### src/rtl/timer_counter_pkg.sv
// Shared encodings for the memory-mapped down-counting timer: FSM states,
// register offsets, CTRL bit positions and mode codes.
package timer_counter_pkg;

  typedef enum logic [1:0] {
    ST_IDLE = 2'd0,
    ST_LOAD = 2'd1,
    ST_CNT  = 2'd2,
    ST_INT  = 2'd3
  } state_e;

  localparam logic [1:0] OFF_CTRL   = 2'd0;
  localparam logic [1:0] OFF_PRESET = 2'd1;
  localparam logic [1:0] OFF_COUNT  = 2'd2;

  localparam int CTRL_EN       = 0;
  localparam int CTRL_MODE_LSB = 1;
  localparam int CTRL_MODE_MSB = 2;
  localparam int CTRL_IM       = 3;
  localparam int CTRL_W        = 4;

  localparam logic [1:0] MODE_ONESHOT = 2'b00;
  localparam logic [1:0] MODE_RELOAD  = 2'b01;

  // Merge a bus write into a 32-bit register, one byte lane per enable bit.
  function automatic logic [31:0] merge_lanes(input logic [31:0] cur,
                                              input logic [31:0] wr,
                                              input logic [3:0]  be);
    logic [31:0] res;
    res = cur;
    for (int i = 0; i < 4; i++) begin
      if (be[i]) res[8*i +: 8] = wr[8*i +: 8];
    end
    return res;
  endfunction

endpackage

### src/rtl/timer_counter.sv
// 32-bit down-counting bus timer with one-shot / auto-reload modes and a
// maskable interrupt.
//
// state | meaning
// IDLE  | waiting for CTRL.EN
// LOAD  | copy PRESET into COUNT
// CNT   | decrement COUNT towards the terminal value 0
// INT   | expiry seen; one-shot clears EN, reload drops the pulse
module timer_counter
  import timer_counter_pkg::*;
#(
  parameter logic [31:0] BASE_ADDR = 32'h0000_7F00
) (
  input  logic        clk,
  input  logic        reset,
  input  logic [31:0] addr,
  input  logic        we,
  input  logic [3:0]  byteen,
  input  logic [31:0] wdata,
  output logic [31:0] rdata,
  output logic        irq
);

  state_e              state_q, state_d;
  logic [CTRL_W-1:0]   ctrl_q, ctrl_d;
  logic [31:0]         preset_q, preset_d;
  logic [31:0]         count_q, count_d;
  logic                irq_flag_q, irq_flag_d;

  logic                sel;
  logic [1:0]          offset;
  logic                wr_any;
  logic                wr_ctrl;
  logic                wr_preset;
  logic [1:0]          mode;
  logic                unused_addr;

  assign unused_addr = ^addr[1:0];

  always_comb begin
    sel       = (addr[31:4] == BASE_ADDR[31:4]);
    offset    = addr[3:2];
    wr_any    = sel && we && (byteen != 4'b0000);
    wr_ctrl   = wr_any && (offset == OFF_CTRL);
    wr_preset = wr_any && (offset == OFF_PRESET);
    mode      = ctrl_q[CTRL_MODE_MSB:CTRL_MODE_LSB];
  end

  always_comb begin
    rdata = 32'h0;
    if (sel) begin
      case (offset)
        OFF_CTRL:   rdata = {{(32-CTRL_W){1'b0}}, ctrl_q};
        OFF_PRESET: rdata = preset_q;
        OFF_COUNT:  rdata = count_q;
        default:    rdata = 32'h0;
      endcase
    end
  end

  always_comb begin
    state_d    = state_q;
    ctrl_d     = ctrl_q;
    preset_d   = preset_q;
    count_d    = count_q;
    irq_flag_d = irq_flag_q;

    case (state_q)
      ST_IDLE: begin
        if (ctrl_q[CTRL_EN]) state_d = ST_LOAD;
      end
      ST_LOAD: begin
        count_d = preset_q;
        state_d = ST_CNT;
      end
      ST_CNT: begin
        if (!ctrl_q[CTRL_EN]) begin
          state_d = ST_IDLE;
        end else if (count_q > 32'd1) begin
          count_d = count_q - 32'd1;
        end else begin
          count_d    = 32'h0;
          irq_flag_d = 1'b1;
          state_d    = ST_INT;
        end
      end
      ST_INT: begin
        // Codes 10/11 fall back to one-shot behaviour.
        if (mode == MODE_RELOAD) begin
          irq_flag_d = 1'b0;
        end else begin
          ctrl_d[CTRL_EN] = 1'b0;
        end
        state_d = ST_IDLE;
      end
      default: state_d = ST_IDLE;
    endcase

    // A configuration write restarts the sequencer and wins over the FSM.
    if (wr_ctrl || wr_preset) begin
      irq_flag_d = 1'b0;
      state_d    = ST_IDLE;
      count_d    = count_q;
    end
    if (wr_ctrl && byteen[0]) begin
      ctrl_d = wdata[CTRL_W-1:0];
    end
    if (wr_preset) begin
      preset_d = merge_lanes(preset_q, wdata, byteen);
    end
  end

  always_ff @(posedge clk) begin
    if (!reset) begin
      state_q    <= ST_IDLE;
      ctrl_q     <= '0;
      preset_q   <= 32'h0;
      count_q    <= 32'h0;
      irq_flag_q <= 1'b0;
    end else begin
      state_q    <= state_d;
      ctrl_q     <= ctrl_d;
      preset_q   <= preset_d;
      count_q    <= count_d;
      irq_flag_q <= irq_flag_d;
    end
  end

  assign irq = irq_flag_q & ctrl_q[CTRL_IM];

endmodule

### config.mk
export PLATFORM = sky130hd
export DESIGN_NAME = timer_counter
export DESIGN_NICKNAME = d
export VERILOG_FILES = /design/src/rtl/timer_counter_pkg.sv /design/src/rtl/timer_counter.sv
export SDC_FILE = /design/constraint.sdc
export NUM_CORES = 1
export LEC_CHECK = 0
export CAP_MARGIN = 15
export CORE_MARGIN = 2
export CORE_UTILIZATION = 53
export CTS_BUF_LIST = sky130_fd_sc_hd__clkbuf_8
export CTS_CLUSTER_SIZE = 30
export DETAILED_ROUTE_END_ITERATION = 10
export PLACE_DENSITY_LB_ADDON = 0.12
export RECOVER_POWER = 100
export SYNTH_ARGS = -nofsm -noshare
export SYNTH_HDL_FRONTEND = slang
export SYNTH_SLANG_ARGS = --single-unit
### constraint.sdc
create_clock -name clk -period 2.65 [get_ports clk]
set_input_delay 0.53 -clock clk [delete_from_list [all_inputs] [get_ports clk]]
set_output_delay 0.53 -clock clk [all_outputs]
set_load 0.02 [all_outputs]
==> impl_metrics.ini, run 1 <==
[status]
status = completed

[timing]
finalClockSkew_ns = 0.0137
fin_crit_ns = 2.64
setup_slack_ns = 0.0102
worst_slew_pin_slew_ns = 0.867
clock.fmax_ghz = 0.379
slew_headroom = 0.422
rsz0062_at_grt = yes
setup_viol_count_final = 0
period_share = 0.996
whs_ns = 0.492
finalHoldViolCount = 0
drv_slew = 0

[place]
place_hpwl_mm = 10.6
gp_congestion = 0.962
portBuffers = 101
pre_cts_ws_ns = -0.784
place_inst = 771

[die]
core_um2 = 8640
fp.dieW_um = 97.8
num_rows = 34
pin_count = 104
die_height_um = 97.8
start_util = 0.540
die_area_um2 = 9570

[cts]
cts_hold_buf = 0
clk_latency_ns = 0.36
clk_pin_slew_ns = 0.08
cts_buffers = 9
clock-sinks = 71
cts-root-buf = clkbuf_8
cts_tree = built
ctsHtreeMaxLevel = 3
cts.path.max_buffers = 2

[yosys]
ys_ff_latch = 71
yosys_warnings = 0
syn_area_um2 = 4670
netlist.area_leader.share = 0.305
synth_edf_count = 0
synth_top_cell_by_area = dfxtp_1
synthFlopType = dfxtp_1
syn_avg_cell_area_um2 = 8.36
syn-num-nets = 635
yosysUniqueCellTypes = 63
synth_top_cells_by_area = dfxtp_1 (30%), mux2i_1 (9.2%), nor2_1 (7.2%)
netlist_instances = 558
ys_seq_area_frac = 0.305
async_flop_share = 0

[worst_setup_path]
path_max_fanout = 8
startpoint_type = input pin
critPathKind = in -> out
cp-end-kind = primary output
arrival_ns = 2.11
crit_chain = dlygate4sd2_1 > nor4_4 > nand4_1 > or2_4 > clkbuf_16 > nor2_4 > buf_6
max_stage_delay_ns = 0.38
critPathRequiredTime_ns = 2.12
crit_family = simple AND/OR/NAND/NOR gates
worst-path-buf-inv = 3
crit_path_top_delay_cell = or2_4

[cells_and_area]
fin_cells = 792
layout-drive-gt1-share = 0.254
layout_commonest_cell = dfxtp_1
areaGrowthSynthToFinish_pct = 40.2
diodes = 0
utilization = 0.757
mostFrequentLayoutCells = dfxtp_1 (71), nor2_1 (60), buf_4 (44)
nNetsFinal = 757

[global_routing]
antenna_found_initial = 0
busiest_layer = met2
grt_overflow = 0
grt_pass1_vias = 5114
use_met2 = 0.534
grt_max_degree = 31
met3_usage = 0.0666
grt_util_met1 = 0.431
grt_pass1_wl_mm = 25.8
grt_usage = 0.330

[drt]
via_count = 5138
ant_nets = 0
drt_pass1_iterations = 6
drc_errors = 0
drt_wl_total_mm = 16.2
drtIter0Drc = 463
vias_per_cell = 6.49
wl_per_cell_um = 20.4

[pwr]
p_leak_nw = 2.43
ir_drop_v = 0.000231
power.density_nw_per_um2 = 383

[hold_path]
hold_path.class = reg -> reg

[run]
drv_cap = 0
==> metrics by stage <==
step | power, mW | area (um2) | TNS, ns
final | 2.51 | 6540 | 0
after global routing | 2.60 | 6540 | -0.0585
after CTS | 2.49 | 6380 | -0.00101
after detailed placement | 1.76 | 6080 | -35.30
after global placement | 1.75 | 6080 | -24.91
after floorplan | 1.49 | 4670 | 0
==> what timing repair did <==
item	CTS	global route
pin swaps	10	21
setup endpoints to repair	35	37
cloned	2	1
buffers inserted	3	0
resized for setup	222	69
==> worst register-to-register path: stages, from the launching register on <==
cell,delay (ns)
dfxtp_1,0.36
nor4_1,0.52
and4_1,0.54
or4b_2,0.64
a2bb2oi_1,0.15
o31ai_1,0.22
==> sequential cells by signal, summed over array words and instances (netlist names) <==
register    count
irq_flag_q      1
state_q         2
count_q        32
ctrl_q          4
preset_q       32
==> power breakdown <==
part           switching (mW)  internal, mW
logic                   0.383         0.289
clock network           0.427         0.325
registers              0.0114          1.07
==> layout make-up <==
cell class	instances	area, um2
tap	108	135
clock buffer	9	124
multi-input combinational	428	3200
sequential	71	1420
timing repair buffer	155	1580
clock inverter	6	31.3
inverter	15	56.3
fill	651	2090
==> cells in the mapped netlist, types with 7 or more instances <==
cell	number
or3_1	7
a211oi_1	10
nor3_1	11
a22oi_1	32
nand2_1	42
nor4_1	12
a211oi_2	17
nand3_1	12
nor2b_1	12
dfxtp_1	71
a32oi_1	8
a31oi_1	8
o22ai_1	18
nor2_1	90
a21oi_1	10
inv_1	13
clkbuf_1	32
mux2i_1	43
==> per-layer routing <==
layer / part of all wire / vias up
met4: 0.028 / 0
met2: 0.48 / 310
met5: 0 / -
met1: 0.39 / 2422
li1: - / 2359
met3: 0.097 / 47
==> kinds of logic after synthesis <==
logic type               share of synthesized area
AND/OR/NAND/NOR                              0.283
adder cells (fa/ha/maj)                     0.0161
buffers and inverters                       0.0568
flip-flops                                   0.305
multiplexers                                0.0922
XOR/XNOR                                   0.00188
AO/OA/AOI/OAI                                0.246
==> worst paths after layout <==
check,start,endpoint,slack [ns],cells past startpoint
hold reg to reg,count_q[27],count_q[27],0.49,2
setup / recovery,addr[28],rdata[31],0.01,7
setup reg to reg,count_q[19],count_q[28],0.14,5
hold / removal,count_q[27],count_q[27],0.49,2
(Power assumes the default switching activity.)
==> run 2: changes to the inputs <==
Settings changed: REMOVE_ABC_BUFFERS set to 1.
==> run 2 against run 1 <==
Die area is the same; critical path depth stayed put; core utilization shrank 0.14 points; flip-flop and latch count is the same; cell count up 1.3%; clock power grew 20%; clock skew shrank 0.0012 ns; largest cell class unchanged; highest routed layer unchanged.
==> impl_metrics.ini, run 2 (synthesis gave the netlist of run 1 again) <==
[status]
status = completed

[die]
core_um2 = 8640
pin_count = 104
die_area_um2 = 9570
die_height_um = 97.8
fp.dieW_um = 97.8
num_rows = 34
start_util = 0.540

[cts]
cts_buffers = 9
clk_pin_slew_ns = 0.07
ctsHtreeMaxLevel = 3
clock-sinks = 71
cts_hold_buf = 0
cts_tree = built
cts.path.max_buffers = 2
clk_latency_ns = 0.35
cts-root-buf = clkbuf_8

[timing]
fin_crit_ns = 2.62
period_share = 0.989
slew_headroom = 0.559
setup_slack_ns = 0.0286
clock.fmax_ghz = 0.381
drv_slew = 0
setup_viol_count_final = 0
finalHoldViolCount = 0
finalClockSkew_ns = 0.0125
worst_slew_pin_slew_ns = 0.662

[cells_and_area]
layout-drive-gt1-share = 0.249
layout_commonest_cell = dfxtp_1
nNetsFinal = 767
areaGrowthSynthToFinish_pct = 39.9
utilization = 0.756
top_regs = count_q (32), preset_q (32), ctrl_q (4)
mostFrequentLayoutCells = dfxtp_1 (71), nor2_1 (67), buf_4 (50)
diodes = 0
fillCellCount = 666

[worst_setup_path]
critPathRequiredTime_ns = 2.12
startpoint_type = input pin
critPathKind = in -> out
path_max_fanout = 6
r2r_cells = 7
arrival_ns = 2.09
cp-end-kind = primary output

[global_routing]
grt_max_degree = 33
grt_pass1_wl_mm = 25.1
grt_overflow = 0
grt_usage = 0.320
grt_pass1_vias = 4978
antenna_found_initial = 0

[place]
portBuffers = 101
pre_cts_ws_ns = -0.639
gp_congestion = 0.879
place_hpwl_mm = 10.5

[drt]
via_count = 5118
drt_wl_total_mm = 15.8
ant_nets = 0
drt_pass1_iterations = 5
drc_errors = 0
drtIter0Drc = 467
vias_per_cell = 6.38
wl_per_cell_um = 19.7

[pwr]
power.density_nw_per_um2 = 408
ir_drop_v = 0.000366
p_leak_nw = 2.48

[hold_path]
hold_path.class = reg -> reg
worstHoldPathCells = 2

[run]
drv_cap = 0
-- run 2: path summary, 6_finish.rpt --
path          startpoint          end  slack (ns)
max             addr[11]    rdata[11]        0.03
min          count_q[27]  count_q[27]        0.49
min reg2reg  count_q[27]  count_q[27]        0.49
max reg2reg  count_q[10]  count_q[27]        0.09
-- run 2: cell type report --
type,count,area (um2),share of cell area
sequential,71,1420,0.218
tap,108,135,0.0207
timing repair buffer,165,1600,0.244
clock inverter,4,45.0,0.00690
inverter,15,56.3,0.00862
clock buffer,11,151,0.0232
multi-input combinational,428,3120,0.479
-- run 2: power breakdown --
part	total (mW)	leakage, nW	internal, mW	switching, mW
combinational	0.676	1.80	0.293	0.383
sequential	1.08	0.572	1.07	0.0110
clock	0.901	0.105	0.477	0.424
total	2.66	2.48	1.84	0.818
-- run 2: metrics by stage --
| step | std cells | total power [mW] | hold slack (ns) | setup TNS [ns] | area (um2) |
|---|---|---|---|---|---|
| 2_1_floorplan | 514 | 1.47 | 0.449 | -38.23 | 4460 |
| 3_3_place_gp | 780 | 1.76 | 0.471 | -22.43 | 6170 |
| 3_5_place_dp | 780 | 1.78 | 0.486 | -25.78 | 6170 |
| 4_1_cts | 800 | 2.65 | 0.490 | -0.0376 | 6470 |
| 5_1_grt | 802 | 2.75 | 0.524 | -0.0383 | 6530 |
| 6_report | 802 | 2.66 | 0.492 | 0 | 6530 |
-- run 2: metal layers --
| metal | global-route usage | up-vias | part of all wire |
|---|---|---|---|
| met3 | 0.0487 | 45 | 0.084 |
| met5 | 0 | - | 0 |
| met2 | 0.541 | 288 | 0.49 |
| met4 | 0.131 | 0 | 0.028 |
| met1 | 0.408 | 2404 | 0.40 |
| li1 | - | 2381 | - |
-- run 2: timing repair --
| action | CTS | global route |
|---|---|---|
| buffers inserted | 3 | 0 |
| pin swaps | 8 | 9 |
| setup endpoints to repair | 32 | 64 |
| endpoints found under the hold margin | 0 | 0 |
| cloned | 2 | 2 |
| gates resized for setup | 210 | 60 |
-- run 2: worst max-delay path, stage by stage --
cell and delay (ns):
clkdlybuf4s15_1 0.21, nor4bb_4 0.32, nand3_1 0.18, or2_4 0.37
buf_6 0.18, nor2_1 0.14, buf_4 0.16
